<file path="src/rtl/mem_port_arbiter.sv">
// Two-port (fetch / load-store) arbiter serialising word, half and byte accesses onto a byte-wide memory.
// Define ARB_ROUND_ROBIN_EN for round-robin conflict arbitration; otherwise the data port always wins.
module mem_port_arbiter #(
  parameter int AW = 6
) (
  input  logic          clk,
  input  logic          rst,
  input  logic          i_req,
  input  logic [AW-1:0] i_addr,
  output logic          i_ack,
  output logic [31:0]   i_rdata,
  input  logic          d_req,
  input  logic          d_we,
  input  logic [AW-1:0] d_addr,
  input  logic [2:0]    d_func3,
  input  logic [31:0]   d_wdata,
  output logic          d_ack,
  output logic [31:0]   d_rdata,
  output logic [AW-1:0] mem_addr,
  output logic          mem_we,
  output logic [7:0]    mem_wdata,
  input  logic [7:0]    mem_rdata,
  output logic          busy
);

  typedef enum logic [1:0] {IDLE, BEAT, DONE} state_t;

  state_t        state;
  logic [1:0]    cnt;
  logic [1:0]    last_beat;
  logic          gnt_d;
  logic          we_q;
  logic [AW-1:0] addr_q;
  logic [31:0]   wdata_q;
  logic [23:0]   coll;
  logic [31:0]   coll_next;
  logic [1:0]    byte_sel;
  logic          take_d;

  // Access size expressed as index of the final beat; bit 2 (signedness) plays no part.
  function automatic logic [1:0] size_last(input logic [2:0] f3);
    case (f3[1:0])
      2'b00:   size_last = 2'd0;
      2'b01:   size_last = 2'd1;
      default: size_last = 2'd3;
    endcase
  endfunction

`ifdef ARB_ROUND_ROBIN_EN
  logic last_d;
  assign take_d = d_req && (!i_req || !last_d);
`else
  assign take_d = d_req;
`endif

  // Big-endian byte order: beat 0 carries the most significant byte of the access.
  assign byte_sel  = last_beat - cnt;
  assign mem_addr  = addr_q + AW'(cnt);
  assign mem_we    = (state == BEAT) && we_q;
  assign mem_wdata = wdata_q[{byte_sel, 3'b000} +: 8];
  assign coll_next = {coll, mem_rdata};

  always_ff @(posedge clk or posedge rst) begin
    if (rst) begin
      state     <= IDLE;
      cnt       <= 2'd0;
      last_beat <= 2'd0;
      gnt_d     <= 1'b0;
      we_q      <= 1'b0;
      addr_q    <= '0;
      wdata_q   <= 32'd0;
      coll      <= 24'd0;
      busy      <= 1'b0;
      i_ack     <= 1'b0;
      d_ack     <= 1'b0;
      i_rdata   <= 32'd0;
      d_rdata   <= 32'd0;
`ifdef ARB_ROUND_ROBIN_EN
      last_d    <= 1'b0;
`endif
    end else begin
      i_ack <= 1'b0;
      d_ack <= 1'b0;
      case (state)
        IDLE: begin
          if (i_req || d_req) begin
            state <= BEAT;
            busy  <= 1'b1;
            cnt   <= 2'd0;
            coll  <= 24'd0;
            gnt_d <= take_d;
`ifdef ARB_ROUND_ROBIN_EN
            last_d <= take_d;
`endif
            if (take_d) begin
              addr_q    <= d_addr;
              we_q      <= d_we;
              wdata_q   <= d_wdata;
              last_beat <= size_last(d_func3);
            end else begin
              addr_q    <= i_addr;
              we_q      <= 1'b0;
              last_beat <= 2'd3;
            end
          end
        end
        BEAT: begin
          cnt  <= cnt + 2'd1;
          coll <= coll_next[23:0];
          if (cnt == last_beat) begin
            state <= DONE;
            if (gnt_d) begin
              d_ack   <= 1'b1;
              d_rdata <= coll_next;
            end else begin
              i_ack   <= 1'b1;
              i_rdata <= coll_next;
            end
          end
        end
        DONE: begin
          state <= IDLE;
          busy  <= 1'b0;
        end
        default: begin
          state <= IDLE;
          busy  <= 1'b0;
        end
      endcase
    end
  end

endmodule
</file>
<file path="config.mk">
export PLATFORM = sky130hd
export DESIGN_NAME = mem_port_arbiter
export DESIGN_NICKNAME = d
export VERILOG_FILES = /design/src/rtl/mem_port_arbiter.sv
export SDC_FILE = /design/constraint.sdc
export NUM_CORES = 1
export LEC_CHECK = 0
export BUFFER_PORTS_ARGS = -buffer_cell sky130_fd_sc_hd__buf_2
export CAP_MARGIN = 20
export CORE_MARGIN = 2
export CORE_UTILIZATION = 45
export CTS_CLUSTER_SIZE = 40
export DETAILED_ROUTE_END_ITERATION = 7
export GPL_TIMING_DRIVEN = 0
export PLACE_DENSITY = 0.74
export RECOVER_POWER = 100
export SLEW_MARGIN = 25
export SYNTH_ARGS = -nofsm -noshare
export SYNTH_HDL_FRONTEND = slang
export SYNTH_SLANG_ARGS = --single-unit
</file>
<file path="constraint.sdc">
create_clock -name clk -period 4 [get_ports clk]
set_input_delay 0.2 -clock clk [delete_from_list [all_inputs] [get_ports clk]]
set_output_delay 0.2 -clock clk [all_outputs]
set_load 0.03 [all_outputs]
</file>
Word-level counts from Yosys, hierarchy flattened. Cells that the tools add are included.

Reduce and logical (&&, ||, !) cells: 12. Shift operators: 1. Multiplexer cells: 19. Bitwise logic cells: 2. Add/sub/neg operators: 3. Eq/ne operators: 5.

Operators with widths (number): 24-bit one-hot mux with 2 select lines (1); 32-bit by 6-bit variable part select with 8-bit output (1); 24-bit 2-to-1 mux (1); 2-bit one-hot mux with 2 select lines (3); 3-bit AND reduction (3); 1-bit 2-to-1 mux (8); 2-bit 2-to-1 mux (4); 2-bit AND reduction (4); 6-bit by 2-bit adder with 6-bit output (1); 6-bit 2-to-1 mux (1); 2-bit by 1-bit == test with 1-bit output, second input constant (2); 2-bit zero test (2); 2-bit by 1-bit adder with 2-bit output, second input constant (1); 2-bit == test (1); 2-bit by 1-bit != test with 1-bit output, second input constant (1); 2-bit != test, second input constant (1); 1-bit NOT (2); 1-bit one-hot mux with 2 select lines (1); 2-bit nonzero test (1); 2-bit subtractor (1); 1-bit logical AND (1); 1-bit logical OR (1).

Register bits: 137. Logic and storage cells: 55. Output and inout bits: 82.

Depth between registers and ports, before layout. Gate-level depths: netlist of the first run.

Word-level depth: 3. Mapped depth: 5. Depth with buffers taken out: 4.

Worst setup path after synthesis of the first run. Ideal clock, no wire load.

Kind: register to output. Start: register cnt[0]. End: output port mem_wdata[2]. Cell stages (with the launch flop): 4. Setup slack: 2063 ps. Data arrival time: 1737 ps. Buffers on the path: 0. Cells stage by stage: dfrtp_1 ha_1 xnor2_4 mux4_1.

Word-level cells in the longest chain between the ends: 2.

Ends and longest elaborated chain: start, declared (line 29) `logic [1:0] cnt;`; start signal, assigned (line 108) `cnt <= cnt + 2'd1;`; 2-bit subtractor (line 57) `assign byte_sel = last_beat - cnt;`; 32-bit by 6-bit variable part select with 8-bit output (line 60) `assign mem_wdata = wdata_q[{byte_sel, 3'b000} +: 8];`; end, declared (line 21) `output logic [7:0] mem_wdata,`.

No other way between the ends.

Worst setup path after layout of the first run.
Start: register cnt[1]. End: output port mem_wdata[5].

The elaborated chain is that of the path after synthesis.

==> flow_summary.ini, run 1 <==
[placement]
portBuffers = 139
placed_cells = 699
gp_congestion = 0.7808
post-dp-hpwl_um = 8570

[drt]
num_vias = 3757
routed_wl_um = 12240
drcViolationCount = 0
drtPass1Iterations = 5
ant_nets = 0
drt_first_iter_violations = 219
detail_route.wl_per_cell_um = 16.47
vias_per_cell = 5.057

[clock_tree]
ctsResizeCount = 0
tritoncts = yes
cts.sinks = 137
clock_latency_ns = 0.42
htreeDepth = 4
numCtsBuffers = 17
cts_buffer_depth = 2
root_buffer = clkbuf_16
clk_pin_slew_ns = 0.06

[sta]
period_minus_slack_ns = 3.144
finalCritPeriodShare = 0.7859
fmax_ghz = 0.3181
skew_ns = 0.006028
slew_headroom = -0.5854
setup_tns_ns = 0
setup_violations = 0
finalHoldViolations = 0
worst_pin_slew_ns = 2.365
fin_hold_ws_ns = 0.01514
rsz0062_at_grt = false
maxSlewViolCount = 53

[synth]
ys_dominant_reg_cell = dfrtp_1
seq_area_frac_synth = 0.6086
mappedNetlistNets = 455
yosys-top-cells-area = dfrtp_1 (61%), mux2_2 (22%), nand2_1 (3.5%)
syn_avg_cell_area_um2 = 14.41
synth_area_um2 = 5633
netlist_instances = 391
synth_top_area_frac = 0.6086
yosysTopAreaCell = dfrtp_1
synthArstFlopShare = 1.000
yosysUniqueCellTypes = 34
ys_warn_count = 0
synth_edf_count = 0
ys_ff_latch = 137

[power_and_ir_drop]
seqPwrFrac = 0.335
powerDensity_nw_per_um2 = 1032
clockPowerShare = 0.226
finalPower_mw = 7.369
vdd_drop_max_uv = 495.8
p_sw_mw = 3.043
swShare = 0.4129
leakage_nw = 3.238
combPwrFrac = 0.438
p_int_mw = 4.326

[run_status]
run_status = finished, violations left
violations = max-capacitance violations, max-slew violations

[setup_path]
path_class = reg -> out
cp.arrival_ns = 2.94
required_ns = 3.80
path_max_fanout = 8
cp-start-kind = flip-flop
cp-end-kind = output pin

[global_route]
grt_start_max_net_pins = 86
track_usage = 0.1913
grtUsageMet2 = 0.3150
antenna_found_initial = 0
use_met3 = 0.05178
met1_usage = 0.2389
grt_overflow = 0
grt_pass1_vias = 3854
top_usage_layer = met2
grt_pass1_wl_um = 19280

[finish]
fin_cells = 743
layout-drive-gt1-share = 0.3548
area_growth_pct = 26.70
antennaDiodeCount = 0
nNetsFinal = 626
final_common_cell = dfrtp_1
layout_common_cells = dfrtp_1 (137), mux2_2 (107), clkbuf_1 (102), buf_2 (59), nand2_1 (52)

[floorplan]
initial_core_util = 0.4651
rows = 40
ios = 142
fp.dieH_um = 115.9
core_area_um2 = 12110
die_x_um = 115.9
dieArea_um2 = 13430

[min_path]
hp-class = in -> reg

[run]
cap_violations = 1
area by class of cell:
class | instances | area, um^2
multi-input combinational | 228 | 2014
sequential | 137 | 3428
timing repair buffer | 152 | 742.0
buffer | 21 | 83.83
tap | 168 | 210.2
clock buffer | 22 | 474.2
fill | 1028 | 4975
inverter | 5 | 20.02
clock inverter | 10 | 163.9
power groups by stage:
| stage | Clock, mW | Sequential [mW] | Combinational [mW] |
|---|---|---|---|
| after floorplan | 0 | 2.98 | 2.00 |
| after global placement | 0 | 2.45 | 3.39 |
| final | 1.67 | 2.47 | 3.23 |
| after detailed placement | 0 | 2.49 | 3.46 |
| after CTS | 1.69 | 2.47 | 3.49 |
| after global routing | 1.76 | 2.55 | 3.47 |
Yosys cell counts, types with 2 or more instances:
master	count
clkbuf_1	8
mux4_2	2
inv_1	5
xnor2_1	3
buf_2	9
xnor2_4	2
a21o_1	2
mux2_2	108
ha_1	3
nor2_1	2
nand2b_1	2
buf_6	3
mux4_1	6
dfrtp_1	137
and2_1	2
o21ai_0	28
nand2_1	52
worst max-delay path, stage by stage (launching register included):
cell	delay (ns)
dfrtp_1	0.44
xnor2_1	0.24
xnor2_1	0.92
mux4_1	0.68
clkbuf_1	0.23
through the flow:
stage	cell area (um^2)	utilization	worst slack [ns]
6_report	7137	0.5893	0.8564
3_5_place_dp	6574	0.5428	1.844
2_1_floorplan	5633	-	0.1322
5_1_grt	7137	0.5893	0.6628
4_1_cts	7332	0.6054	1.381
3_3_place_gp	6539	0.5399	-1.105
worst paths after layout:
path / slack [ns] / cells past startpoint / to / start
hold / removal: 0.02 / 2 / wdata_q[10]$_DFFE_PP0P_ / d_wdata[10]
max in group asynchronous: 1.84 / 4 / coll[15]$_DFFE_PP0P_ / rst
setup / recovery: 0.86 / 4 / mem_wdata[5] / cnt[1]$_DFFE_PP0P_
min in group asynchronous: 0.98 / 3 / coll[19]$_DFFE_PP0P_ / rst
setup reg to reg: 1.77 / 5 / wdata_q[19]$_DFFE_PP0P_ / state[0]$_DFFE_PP0P_
hold reg to reg: 0.50 / 1 / wdata_q[30]$_DFFE_PP0P_ / wdata_q[30]$_DFFE_PP0P_
routing by layer:
metal	vias up	routed length, um
met1	1892	5295
met5	-	0
li1	1730	-
met2	114	6113
met4	0	244
met3	21	582
kinds of logic after synthesis:
family / synth area share
compound gates: 0.03509
xor+xnor: 0.01599
fa+ha+maj: 0.01022
buf+inv: 0.02399
flops: 0.6086
mux: 0.2519
simple gates: 0.05420
state kept, by name, summed over array words and instances (netlist names):
name / count
gnt_d: 1
state: 2
cnt: 2
addr_q: 6
i_rdata: 32
busy: 1
we_q: 1
d_ack: 1
i_ack: 1
coll: 24
last_beat: 2
d_rdata: 32
wdata_q: 32
timing repair:
action / 4_1_cts / 5_1_grt
hold buffers: 12 / 0
endpoints found under the hold margin: 63 / 0
setup buffers: 0 / 0
(Power assumes the default switching activity.)
==> run 2: changes to the inputs <==
Clock period 4 ns to 2.55 ns, I/O delays scaled along.
==> run 2 against run 1 <==
  * The run now ends clean
  * Critical path depth rose by 1
  * Core utilization up 4.0 points
  * Clock skew rose by 0.00069 ns
  * Final area is 6.8% higher
  * Combinational power is 65% higher
  * Setup slack worse by 0.74 ns
  * Wire length increased by 8.1%
  * Final cell count is 5.0% higher
  * Worst hold slack improved by 0.064 ns
  * Clock power increased by 73%
  * Global-route usage grew 2.1 points
  * Sequential power is 58% higher
  * Critical endpoint is now mem_wdata[6]
==> flow_summary.ini, run 2 (synthesized netlist as in run 1, its figures left out) <==
[power_and_ir_drop]
combPwrFrac = 0.441
clockPowerShare = 0.238
powerDensity_nw_per_um2 = 1591
seqPwrFrac = 0.322
p_sw_mw = 4.879
leakage_nw = 3.469
p_int_mw = 7.246
swShare = 0.4024
vdd_drop_max_uv = 894.1

[finish]
final_common_cell = dfrtp_1
post-route-cell-area_um2 = 7620
seqCellArea_um2 = 3428
area_growth_pct = 35.27
nFillCells = 1001
layout-drive-gt1-share = 0.3497
nNetsFinal = 663
antennaDiodeCount = 0
layout_common_cells = dfrtp_1 (137), mux2_2 (103), clkbuf_1 (94), buf_2 (58), nand2_1 (52)
multiInputGateArea_um2 = 2052
utilization = 0.6291
reg.largest.list = d_rdata (32), i_rdata (32), wdata_q (32)

[placement]
post-dp-hpwl_um = 8903
dpl_cell_area_um2 = 6623
portBuffers = 139
gp_congestion = 0.7629

[setup_path]
cpPeakStageDelay_ns = 0.56
reg2reg_depth = 3
cp_common_cell = xnor2_4
crit_chain = xnor2_4 > xnor2_4 > buf_12 > mux4_1 > clkbuf_2
required_ns = 2.42
timing.rr.start = state[0]$_DFFE_PP0P_
cp.depth = 5
cp-start-kind = flip-flop
cp-end-kind = output pin
crit_family = multiplexers
path_buf_inv = 2
path_max_fanout = 8
cp.arrival_ns = 2.31
slowest_stage = mux4_1
r2r_slack_ns = 0.21
path_class = reg -> out
r2r_end = addr_q[1]$_DFFE_PP0P_

[floorplan]
initial_core_util = 0.4651
core_area_um2 = 12110
dieArea_um2 = 13430
rows = 40
ios = 142
die_x_um = 115.9
fp.dieH_um = 115.9

[sta]
period_minus_slack_ns = 2.438
worst_pin_slew_ns = 1.158
finalCritPeriodShare = 0.9561
slew_headroom = 0.2240
rsz0062_at_grt = false
skew_ns = 0.006721
setup_violations = 0
finalHoldViolations = 0
maxSlewViolCount = 0
fmax_ghz = 0.4102

[drt]
drcViolationCount = 0
vias_per_cell = 5.069
detail_route.wl_per_cell_um = 16.96
wl_met3_um = 724
drtPass1Iterations = 4
ant_nets = 0
routed_wl_um = 13230
top_layer = met4
num_vias = 3954
wl_met1_um = 5536
drt_first_iter_violations = 152
route.met2.wl_um = 6662

[global_route]
grt_pass1_vias = 4149
antenna_found_initial = 0
grt_pass1_wl_um = 21200
grt_start_max_net_pins = 32
grt_overflow = 0
track_usage = 0.2125

[run_status]
run_status = finished clean

[clock_tree]
htreeDepth = 4
clock_latency_ns = 0.42
clk_pin_slew_ns = 0.05
numCtsBuffers = 17
tritoncts = yes
cts_buffer_depth = 2
cts.sinks = 137
root_buffer = clkbuf_16
ctsResizeCount = 0

[min_path]
min-delay-start = d_addr[4]
hp-class = in -> reg
hold_path_end = addr_q[4]$_DFFE_PP0P_
holdPathStages = 3

[run]
cap_violations = 0
-- run 2: cell types whose count changed in the layout (fill, tap and decap cells not counted), moves of 2 or more --
cell | previous run | this run
dlygate4sd3_1 | 12 | 45
clkbuf_2 | 0 | 10
clkbuf_1 | 102 | 94
mux2_1 | 1 | 5
mux2_2 | 107 | 103
bufinv_16 | 4 | 7
buf_12 | 0 | 2
buf_8 | 0 | 2
xnor2_1 | 5 | 3
xnor2_4 | 0 | 2
-- run 2: repair_timing --
item	CTS	global route
hold endpoints to repair	86	0
hold buffers	45	0
setup endpoints to repair	0	6
setup buffers	0	1
-- run 2: per-layer routing --
metal | vias to the layer above | track usage
met5 | - | 0
met4 | 0 | 0.09127
met3 | 23 | 0.06747
met2 | 136 | 0.3427
met1 | 2002 | 0.2658
li1 | 1793 | -
-- run 2: worst max-delay path by stage --
stage                     slack [ns]                       to                from
final                           0.11             mem_wdata[6]  cnt[1]$_DFFE_PP0P_
after global routing            0.03             mem_wdata[4]  cnt[1]$_DFFE_PP0P_
after CTS                       0.01             mem_wdata[5]  cnt[0]$_DFFE_PP0P_
after detailed placement        0.47             mem_wdata[5]  cnt[0]$_DFFE_PP0P_
after global placement         -0.01  wdata_q[28]$_DFFE_PP0P_                 rst
after floorplan                 0.69             mem_wdata[2]  cnt[0]$_DFFE_PP0P_
-- run 2: worst register-to-register path, cell delays in order, from the launching register on --
cell and delay (ns):
dfrtp_1 0.43, nor3_1 0.94, clkbuf_1 0.47, mux2_2 0.39
-- run 2: power groups by stage --
stage	clock, mW	combinational [mW]	sequential [mW]
2_1_floorplan	0	3.14	4.67
3_3_place_gp	0	5.31	3.84
3_5_place_dp	0	5.45	3.91
4_1_cts	2.93	5.53	3.88
5_1_grt	3.04	5.74	4.02
6_report	2.89	5.34	3.90
-- run 2: cell type report --
| type | count | share of cell area |
|---|---|---|
| tap | 168 | 0.02759 |
| timing repair buffer | 189 | 0.1481 |
| clock buffer | 20 | 0.05993 |
| sequential | 137 | 0.4499 |
| clock inverter | 12 | 0.03186 |
| multi-input combinational | 228 | 0.2693 |
| inverter | 5 | 0.002627 |
| buffer | 21 | 0.01067 |
-- run 2: stage by stage --
stage	setup TNS [ns]	cells	total power, mW	hold WS (ns)	setup WS (ns)
final	0	780	12.13	0.07890	0.1120
after global routing	0	780	12.79	0.05848	0.02698
after CTS	0	779	12.34	0.05818	0.01115
after detailed placement	0	702	9.362	0.2208	0.4717
after global placement	-1.054	698	9.153	0.3482	-0.01477
after floorplan	0	391	7.811	0.2443	0.6854
